$ cat src/rtl/func_preimage_search_if.sv
// Purpose: groups the search request, the candidate/result loop to the function block, and the result outputs.
// Latency: none; this is wiring only.
// Backpressure: none; start is a single-cycle request that the searcher ignores while it is busy.
interface func_preimage_search_if #(
    parameter int IN_W  = 4,
    parameter int OUT_W = 12
);
    logic             start;
    logic             find_all;
    logic             abort;
    logic [OUT_W-1:0] target;
    logic [IN_W-1:0]  func_in;
    logic [OUT_W-1:0] func_out;
    logic             busy;
    logic             done;
    logic             found;
    logic [IN_W-1:0]  first_code;
    logic [IN_W:0]    match_count;

    // Requester side. It also models the function block, which returns func_out.
    modport master (
        output start, find_all, abort, target, func_out,
        input  func_in, busy, done, found, first_code, match_count
    );

    // Searcher side.
    modport slave (
        input  start, find_all, abort, target, func_out,
        output func_in, busy, done, found, first_code, match_count
    );
endinterface

$ cat src/rtl/func_preimage_search.sv
// Purpose: sweeps input codes into a combinational scrambler and reports which codes map to a target word.
// Latency: each candidate costs SETTLE_CYCLES+1 cycles; a full sweep costs 2**IN_W*(SETTLE_CYCLES+1) cycles, then one DONE cycle.
// Backpressure: start is ignored while busy; abort cancels an active sweep without a done pulse.
module func_preimage_search #(
    parameter int IN_W          = 4,
    parameter int OUT_W         = 12,
    parameter int SETTLE_CYCLES = 1
) (
    input  logic                  clk,
    input  logic                  rst,
    func_preimage_search_if.slave bus
);

    typedef enum logic [1:0] {
        IDLE    = 2'd0,
        SETTLE  = 2'd1,
        COMPARE = 2'd2,
        DONE    = 2'd3
    } state_t;

    // The counter is 4 bits wide because SETTLE_CYCLES never exceeds 15.
    localparam logic [3:0]      SETTLE_RELOAD = 4'(SETTLE_CYCLES - 1);
    localparam logic [IN_W-1:0] LAST_CODE     = '1;

    state_t           state;
    logic [3:0]       settle_cnt;
    logic [OUT_W-1:0] target_q;
    logic             find_all_q;
    logic             hit;

    // The match is exact across the full output width. It is only acted on in COMPARE.
    assign hit = (bus.func_out == target_q);

    // Search FSM. It keeps the candidate code, the handshake outputs and the accumulated results in registers.
    always_ff @(posedge clk or posedge rst) begin
        if (rst) begin
            state           <= IDLE;
            settle_cnt      <= '0;
            target_q        <= '0;
            find_all_q      <= 1'b0;
            bus.func_in     <= '0;
            bus.busy        <= 1'b0;
            bus.done        <= 1'b0;
            bus.found       <= 1'b0;
            bus.first_code  <= '0;
            bus.match_count <= '0;
        end else begin
            bus.done <= 1'b0;
            case (state)
                IDLE: begin
                    // abort is meaningless here, so start always wins a collision.
                    if (bus.start) begin
                        target_q        <= bus.target;
                        find_all_q      <= bus.find_all;
                        bus.found       <= 1'b0;
                        bus.first_code  <= '0;
                        bus.match_count <= '0;
                        bus.func_in     <= '0;
                        settle_cnt      <= SETTLE_RELOAD;
                        bus.busy        <= 1'b1;
                        state           <= SETTLE;
                    end
                end
                SETTLE: begin
                    if (bus.abort) begin
                        bus.busy        <= 1'b0;
                        bus.found       <= 1'b0;
                        bus.first_code  <= '0;
                        bus.match_count <= '0;
                        state           <= IDLE;
                    end else if (settle_cnt == 4'd0) begin
                        state <= COMPARE;
                    end else begin
                        settle_cnt <= settle_cnt - 1'b1;
                    end
                end
                COMPARE: begin
                    if (bus.abort) begin
                        bus.busy        <= 1'b0;
                        bus.found       <= 1'b0;
                        bus.first_code  <= '0;
                        bus.match_count <= '0;
                        state           <= IDLE;
                    end else begin
                        if (hit) begin
                            bus.match_count <= bus.match_count + 1'b1;
                            if (bus.match_count == '0) begin
                                bus.first_code <= bus.func_in;
                                bus.found      <= 1'b1;
                            end
                        end
                        // The sweep ends at the top code; func_in never wraps back to 0.
                        if ((hit && !find_all_q) || (bus.func_in == LAST_CODE)) begin
                            bus.done <= 1'b1;
                            state    <= DONE;
                        end else begin
                            bus.func_in <= bus.func_in + 1'b1;
                            settle_cnt  <= SETTLE_RELOAD;
                            state       <= SETTLE;
                        end
                    end
                end
                DONE: begin
                    // done is high for exactly this cycle. A late abort or start is ignored here.
                    bus.busy <= 1'b0;
                    state    <= IDLE;
                end
                default: state <= IDLE;
            endcase
        end
    end

endmodule

$ cat src/flat_wrapper.sv
// flat-port wrapper written by rule: the top's interface ports become plain ports
module func_preimage_search_flat 
#(
    parameter int IN_W          = 4,
    parameter int OUT_W         = 12,
    parameter int SETTLE_CYCLES = 1
)
  (clk, rst, bus_start, bus_find_all, bus_abort, bus_target, bus_func_out, bus_func_in, bus_busy, bus_done, bus_found, bus_first_code, bus_match_count);
  func_preimage_search_if #(.IN_W(IN_W), .OUT_W(OUT_W)) bus_i ();
  input  logic clk;
  input  logic rst;
  input wire logic [$bits(bus_i.start)-1:0] bus_start;
  input wire logic [$bits(bus_i.find_all)-1:0] bus_find_all;
  input wire logic [$bits(bus_i.abort)-1:0] bus_abort;
  input wire logic [$bits(bus_i.target)-1:0] bus_target;
  input wire logic [$bits(bus_i.func_out)-1:0] bus_func_out;
  output wire logic [$bits(bus_i.func_in)-1:0] bus_func_in;
  output wire logic [$bits(bus_i.busy)-1:0] bus_busy;
  output wire logic [$bits(bus_i.done)-1:0] bus_done;
  output wire logic [$bits(bus_i.found)-1:0] bus_found;
  output wire logic [$bits(bus_i.first_code)-1:0] bus_first_code;
  output wire logic [$bits(bus_i.match_count)-1:0] bus_match_count;
  assign bus_i.start = bus_start;
  assign bus_i.find_all = bus_find_all;
  assign bus_i.abort = bus_abort;
  assign bus_i.target = bus_target;
  assign bus_i.func_out = bus_func_out;
  assign bus_func_in = bus_i.func_in;
  assign bus_busy = bus_i.busy;
  assign bus_done = bus_i.done;
  assign bus_found = bus_i.found;
  assign bus_first_code = bus_i.first_code;
  assign bus_match_count = bus_i.match_count;
  func_preimage_search #(.IN_W(IN_W), .OUT_W(OUT_W), .SETTLE_CYCLES(SETTLE_CYCLES)) u_core (.clk(clk), .rst(rst), .bus(bus_i));
endmodule
$ cat config.mk
export PLATFORM = sky130hd
export DESIGN_NAME = func_preimage_search_flat
export DESIGN_NICKNAME = d
export VERILOG_FILES = /design/src/rtl/func_preimage_search_if.sv /design/src/rtl/func_preimage_search.sv /design/src/flat_wrapper.sv
export SDC_FILE = /design/constraint.sdc
export NUM_CORES = 1
export LEC_CHECK = 0
export CAP_MARGIN = 20
export CORE_AREA = 4 4 67 84
export DETAILED_ROUTE_END_ITERATION = 10
export DIE_AREA = 0 0 71 88
export DONT_BUFFER_PORTS = 1
export PLACE_DENSITY = 0.64
export RECOVER_POWER = 25
export SLEW_MARGIN = 10
export SYNTH_ARGS = -nofsm -noshare
export SYNTH_HDL_FRONTEND = slang
export SYNTH_SLANG_ARGS = --single-unit
$ cat constraint.sdc
create_clock -name clk -period 2.6 [get_ports clk]
set_input_delay 0.65 -clock clk [delete_from_list [all_inputs] [get_ports clk]]
set_output_delay 0.65 -clock clk [all_outputs]
set_load 0.02 [all_outputs]
==> results.cfg, run 1 <==
[cts]
cts_made_buffers = 5
post_cts_resized = 0
cts-root-buf = clkbuf_8
clk_pin_slew_ns = 0.07
cts_tree = yes
htreeDepth = 2
cts_sinks = 35
cts_buffer_depth = 2
post_cts_buffers = 0
clk_latency_ns = 0.28
ctsHoldBuffers = 0

[place]
globalplace.congestion = 0.786
port_buffers = 0
placed_cells = 244
dp_hpwl_mm = 3.06

[worst_setup_path]
critPathLaunch = u_core.state[0]
crit_path_start_kind = flip-flop
cp.required_ns = 2.82
cp_slowest_stage_delay_ns = 0.40
r2r_slack_ns = 0.53
cp_data_arrival_time_ns = 2.30
cp_common_cell = nor2_1
path_delay_family = simple AND/OR/NAND/NOR gates
slowest_stage = dfrtp_1
crit_type = flip-flop to flip-flop
cp_max_fo = 10
critPathCaptureType = flip-flop
path_buf_inv = 1
r2r-start = u_core.state[0]
cp_cell_sequence = inv_1, ha_1, and2b_2, nor2_1, nand2_1, nor2_1, and2_1, a22o_1

[detailed_routing]
viasPerCell = 5.62
drc = 0
vias = 1415
post_drt_wl_per_cell_um = 15.6
wirelength_mm = 3.93
detail-route-antenna-nets = 0
drtIter0Drc = 71
dr.pass1.iters = 4

[yosys]
syn_nets = 223
yosysSeqAreaShare = 0.453
synthDistinctLibCells = 46
synth_cells = 185
yosysMostFrequentCell = dfrtp_1
syn_area_um2 = 1930
ys_warn_count = 0
avgSynthCellArea_um2 = 10.4
synth_edf_count = 0
synthTopCellsByArea = dfrtp_1 (45%), mux2_2 (7.6%), ha_1 (5.8%), xnor2_1 (5.4%), nor2_1 (3.1%)
ys_top_cells_by_count = dfrtp_1 (35), nor2_1 (16), mux2_2 (13)
synthArstFlopShare = 1.00
synthDominantCellAreaShare = 0.453
synth-seq-cells = 35
yosys.area.top_type = dfrtp_1
synth_flop_cell = dfrtp_1

[die]
ios = 45
core_um2 = 4760
initial_core_util = 0.406
dieArea_um2 = 6250
die_y_um = 88
dieWidth_um = 71
rows = 28

[layout]
utilization = 0.436
syn_to_final_growth_pct = 7.51
nNetsFinal = 229
diodes = 0
final_cells = 252
drive_gt1_frac = 0.141

[min_path]
hp-class = input pin to asynchronous set/reset pin

[timing]
finalHoldViolations = 0
rsz0062_at_grt = no
setup-tns-final_ns = 0
period_share = 0.797
worst_pin_slew_ns = 0.853
whs_ns = 0.179
slew_violations = 0
period_minus_slack_ns = 2.07
relSlewSlack = 0.432
timing.fmax_mhz = 483
setup_viol = 0
skew_ns = 0.00210

[pwr]
power.density_nw_per_um2 = 867
finalPower_mw = 1.80
ir_worst_vdd_uv = 573
power.leakage_nw = 0.905

[global_route]
grt_pass1_wl_mm = 6.84
grtUsageTotal = 0.139
grt_pass1_vias = 1442
grt-ovfl-total = 0
antenna_found_initial = 0
grt_max_degree = 17

[run]
maxCapViolations = 0

[run_status]
status = finished clean
==> placed cells by master (no fill, tap or decap), types with 2 or more instances in the layout <==
| master | netlist | final |
|---|---|---|
| dfrtp_1 | 35 | 35 |
| nor2_1 | 16 | 16 |
| mux2_2 | 13 | 13 |
| xnor2_1 | 12 | 12 |
| nand2_1 | 11 | 11 |
| inv_1 | 11 | 11 |
| a21oi_1 | 10 | 10 |
| ha_1 | 9 | 9 |
| o21ai_0 | 7 | 7 |
| nand3_1 | 6 | 6 |
| clkbuf_8 | 0 | 5 |
| nand4_1 | 4 | 4 |
| a32o_1 | 4 | 4 |
| and3_1 | 4 | 4 |
| a22o_1 | 4 | 4 |
| clkbuf_1 | 1 | 4 |
| o21ai_1 | 3 | 3 |
| nand2b_1 | 2 | 2 |
| nor3b_1 | 2 | 2 |
| a31oi_1 | 2 | 2 |
| o211ai_1 | 2 | 2 |
| buf_4 | 2 | 2 |
==> metal layers <==
metal | wire (um) | up-vias | share of wire | track usage
met5 | 0 | - | 0 | 0
met1 | 1740 | 690 | 0.44 | 0.162
met3 | 258 | 5 | 0.066 | 0.0494
met4 | 71 | 0 | 0.018 | 0.0650
met2 | 1860 | 40 | 0.47 | 0.229
li1 | - | 680 | - | -
==> kinds of logic (layout without fill, tap and decap cells) <==
group | count (synthesis) | after routing | synth area share
flip-flops | 35 | 35 | 0.453
AO/OA/AOI/OAI | 42 | 42 | 0.151
XOR/XNOR | 12 | 12 | 0.0544
buffers and inverters | 16 | 23 | 0.0388
AND/OR/NAND/NOR | 56 | 56 | 0.155
adder cells (fa/ha/maj) | 9 | 9 | 0.0583
multiplexers | 15 | 15 | 0.0887
==> layout make-up <==
| type | instances | area [um2] |
|---|---|---|
| Sequential cell | 35 | 876 |
| Tap cell | 60 | 75.1 |
| Timing Repair Buffer | 4 | 22.5 |
| Fill cell | 487 | 2690 |
| Clock inverter | 1 | 5.00 |
| Multi-Input combinational cell | 134 | 982 |
| Inverter | 11 | 41.3 |
| Clock buffer | 7 | 76.3 |
==> worst paths after layout <==
kind,endpoint,cells after the start
max,u_core.bus.first_code[0],8
min in group clk,u_core.target_q[3],1
min,u_core.target_q[10],1
max in group asynchronous,u_core.settle_cnt[0],2
min reg2reg,u_core.find_all_q,1
max reg2reg,u_core.bus.first_code[0],8
==> flip-flops by register name, summed over array words and instances (netlist names), 2 cells and up <==
signal,cells
u_core.bus.match_count,5
u_core.target_q,12
u_core.bus.func_in,4
u_core.state,2
u_core.settle_cnt,4
u_core.bus.first_code,4
==> where the power goes <==
part	switching, mW	total, mW	internal (mW)
clock network	0.186	0.373	0.188
logic	0.345	0.646	0.301
registers	0.104	0.784	0.680
==> stage by stage <==
stage | cell area [um2] | setup WS, ns
6_report | 2080 | 0.529
5_1_grt | 2080 | 0.305
3_3_place_gp | 2000 | 0.318
2_1_floorplan | 1930 | 0.615
3_5_place_dp | 2000 | 0.302
4_1_cts | 2090 | 0.513
(Power assumes the default switching activity.)
==> run 2, diff against run 1 <==
Settings changed: PLACE_DENSITY 0.64 to 0.66.
Clock period 2.6 ns to 1.75 ns, I/O delays scaled along.
==> run 2 against run 1 <==
Compared with the run above: the flow now finishes with violations (negative setup slack); register-to-register slack got worse by 0.67 ns; fmax increased by 9.7%; final area increased by 17%; via count increased by 9.4%; global-route usage increased by 1.3 points; setup slack got worse by 0.67 ns; power increased by 70%; clock power increased by 65%; core utilization increased by 7.5 points; hold slack improved by 0.080 ns; clock skew increased by 0.0067 ns; critical path depth decreased by 1; critical endpoint is now u_core.bus.first_code[1]; largest cell class unchanged.
==> results.cfg, run 2 (same netlist as run 1, synthesis figures left out) <==
[timing]
period_share = 1.08
rsz0062_at_grt = yes
setup_viol = 14
relSlewSlack = 0.293
finalHoldViolations = 0
worst_pin_slew_ns = 1.06
slew_violations = 0
timing.fmax_mhz = 530
skew_ns = 0.00877
whs_ns = 0.259
postLayoutSetupSlackWorst_ns = -0.138
period_minus_slack_ns = 1.89

[die]
rows = 28
die_y_um = 88
dieArea_um2 = 6250
ios = 45
core_um2 = 4760
initial_core_util = 0.406
dieWidth_um = 71

[global_route]
grt_pass1_wl_mm = 7.47
grtUsageTotal = 0.151
grt_pass1_vias = 1604
grt-ovfl-total = 0
grt_max_degree = 21
antenna_found_initial = 0

[layout]
regMostFlops = u_core.target_q
nNetsFinal = 263
syn_to_final_growth_pct = 26.0
diodes = 0
largest_registers = u_core.target_q (12), u_core.bus.match_count (5)
final_cells = 286
largest_register_ffs = 12
layout_commonest_cell = dfrtp_1
layout_common_cells = dfrtp_1 (34), buf_4 (33), nor2_1 (14)
drive_gt1_frac = 0.341

[place]
placed_cells = 273
port_buffers = 0
dp_hpwl_mm = 3.29
dpl_worst_slack_ns = -0.266
globalplace.congestion = 0.787

[detailed_routing]
post_drt_wl_per_cell_um = 15.2
viasPerCell = 5.41
drtIter0Drc = 85
vias = 1548
dr_wl_met2_mm = 2.09
wl_met3_um = 328
dr.pass1.iters = 4
dr.max_layer_used = met4
met1Wirelength_mm = 1.82
detail-route-antenna-nets = 0
drc = 0
wirelength_mm = 4.33

[cts]
clk_latency_ns = 0.29
clk_pin_slew_ns = 0.08
cts_tree = yes
htreeDepth = 2
cts-root-buf = clkbuf_8
cts_buffer_depth = 2
cts_made_buffers = 5
cts_sinks = 35

[pwr]
p_switching_mw = 1.05
internal_power_mw = 2.01
clockPowerShare = 0.202
p_sw_frac = 0.344
combPwrFrac = 0.420
ir_worst_vdd_uv = 766
power.density_nw_per_um2 = 1260
finalPower_mw = 3.06
pwr-share-seq = 0.378
power.leakage_nw = 1.10

[worst_setup_path]
crit_path_start_kind = flip-flop
crit_type = flip-flop to flip-flop
critPathLaunch = u_core.target_q[4]
cp_data_arrival_time_ns = 2.07
critPathCaptureType = flip-flop
cp.required_ns = 1.93
cp_max_fo = 4
r2r-start = u_core.target_q[4]

[run_status]
status = finished with violations
violations = negative setup slack

[min_path]
hp-class = input pin to asynchronous set/reset pin

[run]
maxCapViolations = 0
## run 2: cell count changes in the layout (fill, tap and decap cells not counted), moves of 2 or more
cell | previous run | this run
a211oi_4 | 0 | 2
nor2_1 | 16 | 14
o21ai_0 | 7 | 4
nor3b_1 | 2 | 0
buf_4 | 2 | 33
nor3b_2 | 0 | 2
o21ai_2 | 0 | 2
## run 2: worst paths after layout
kind,end,slack (ns),cells after the start
worst max-delay path,u_core.bus.first_code[1],-0.14,7
worst min-delay path,u_core.bus.match_count[2],0.26,2
worst max register to register,u_core.bus.first_code[1],-0.14,7
worst min register to register,u_core.target_q[10],0.53,1
max in group asynchronous,u_core.settle_cnt[3],0.73,2
min in group clk,u_core.target_q[1],0.30,1
## run 2: power groups by stage
stage               sequential (mW)  combinational (mW)  clock [mW]
finish                         1.16                1.29       0.617
detailed placement             1.17                1.23           0
global route                   1.18                1.42       0.669
global placement               1.16                1.21           0
floorplan                      1.15               0.833           0
CTS                            1.16                1.28       0.631
## run 2: worst max-delay path, cell delays in order, from the launching register on
cell	delay [ns]
dfrtp_1	0.40
xnor2_1	0.16
nand4_1	0.17
nor3_4	0.35
buf_6	0.15
and4b_2	0.25
o21ai_2	0.09
a22o_1	0.21
## run 2: repair_timing
action | CTS | global route
pin swaps | 17 | 11
hold buffers | 0 | 0
cloned | 1 | 0
setup buffers | 4 | 1
setup endpoints to repair | 17 | 19
gates resized for setup | 12 | 6
## run 2: metrics by stage
stage / cell area (um2) / TNS, ns / util
after floorplan: 1940 / -0.127 / -
final: 2430 / -1.03 / 0.511
after CTS: 2430 / -0.637 / 0.509
after detailed placement: 2240 / -2.69 / 0.471
after global routing: 2430 / -2.72 / 0.511
after global placement: 2240 / -2.27 / 0.471
## run 2: layout make-up
type / instances / area [um2]
repair buffers: 37 / 287
clock inverters: 1 / 8.76
fillers: 459 / 2330
well taps: 60 / 75.1
multi-input cells: 135 / 1060
inverters: 11 / 41.3
flip-flops and latches: 35 / 877
clock buffers: 7 / 86.3
## run 2: metal layers
metal,global-route usage,vias to the layer above
li1,-,748
met1,0.170,727
met2,0.260,63
met3,0.0540,10
met4,0.0650,0
met5,0,-
==> run 3, diff against run 2 <==
Settings changed: CAP_MARGIN 20 to default.
==> results of run 3 <==
Final layout, timing and power as in run 2 (identical DEF).
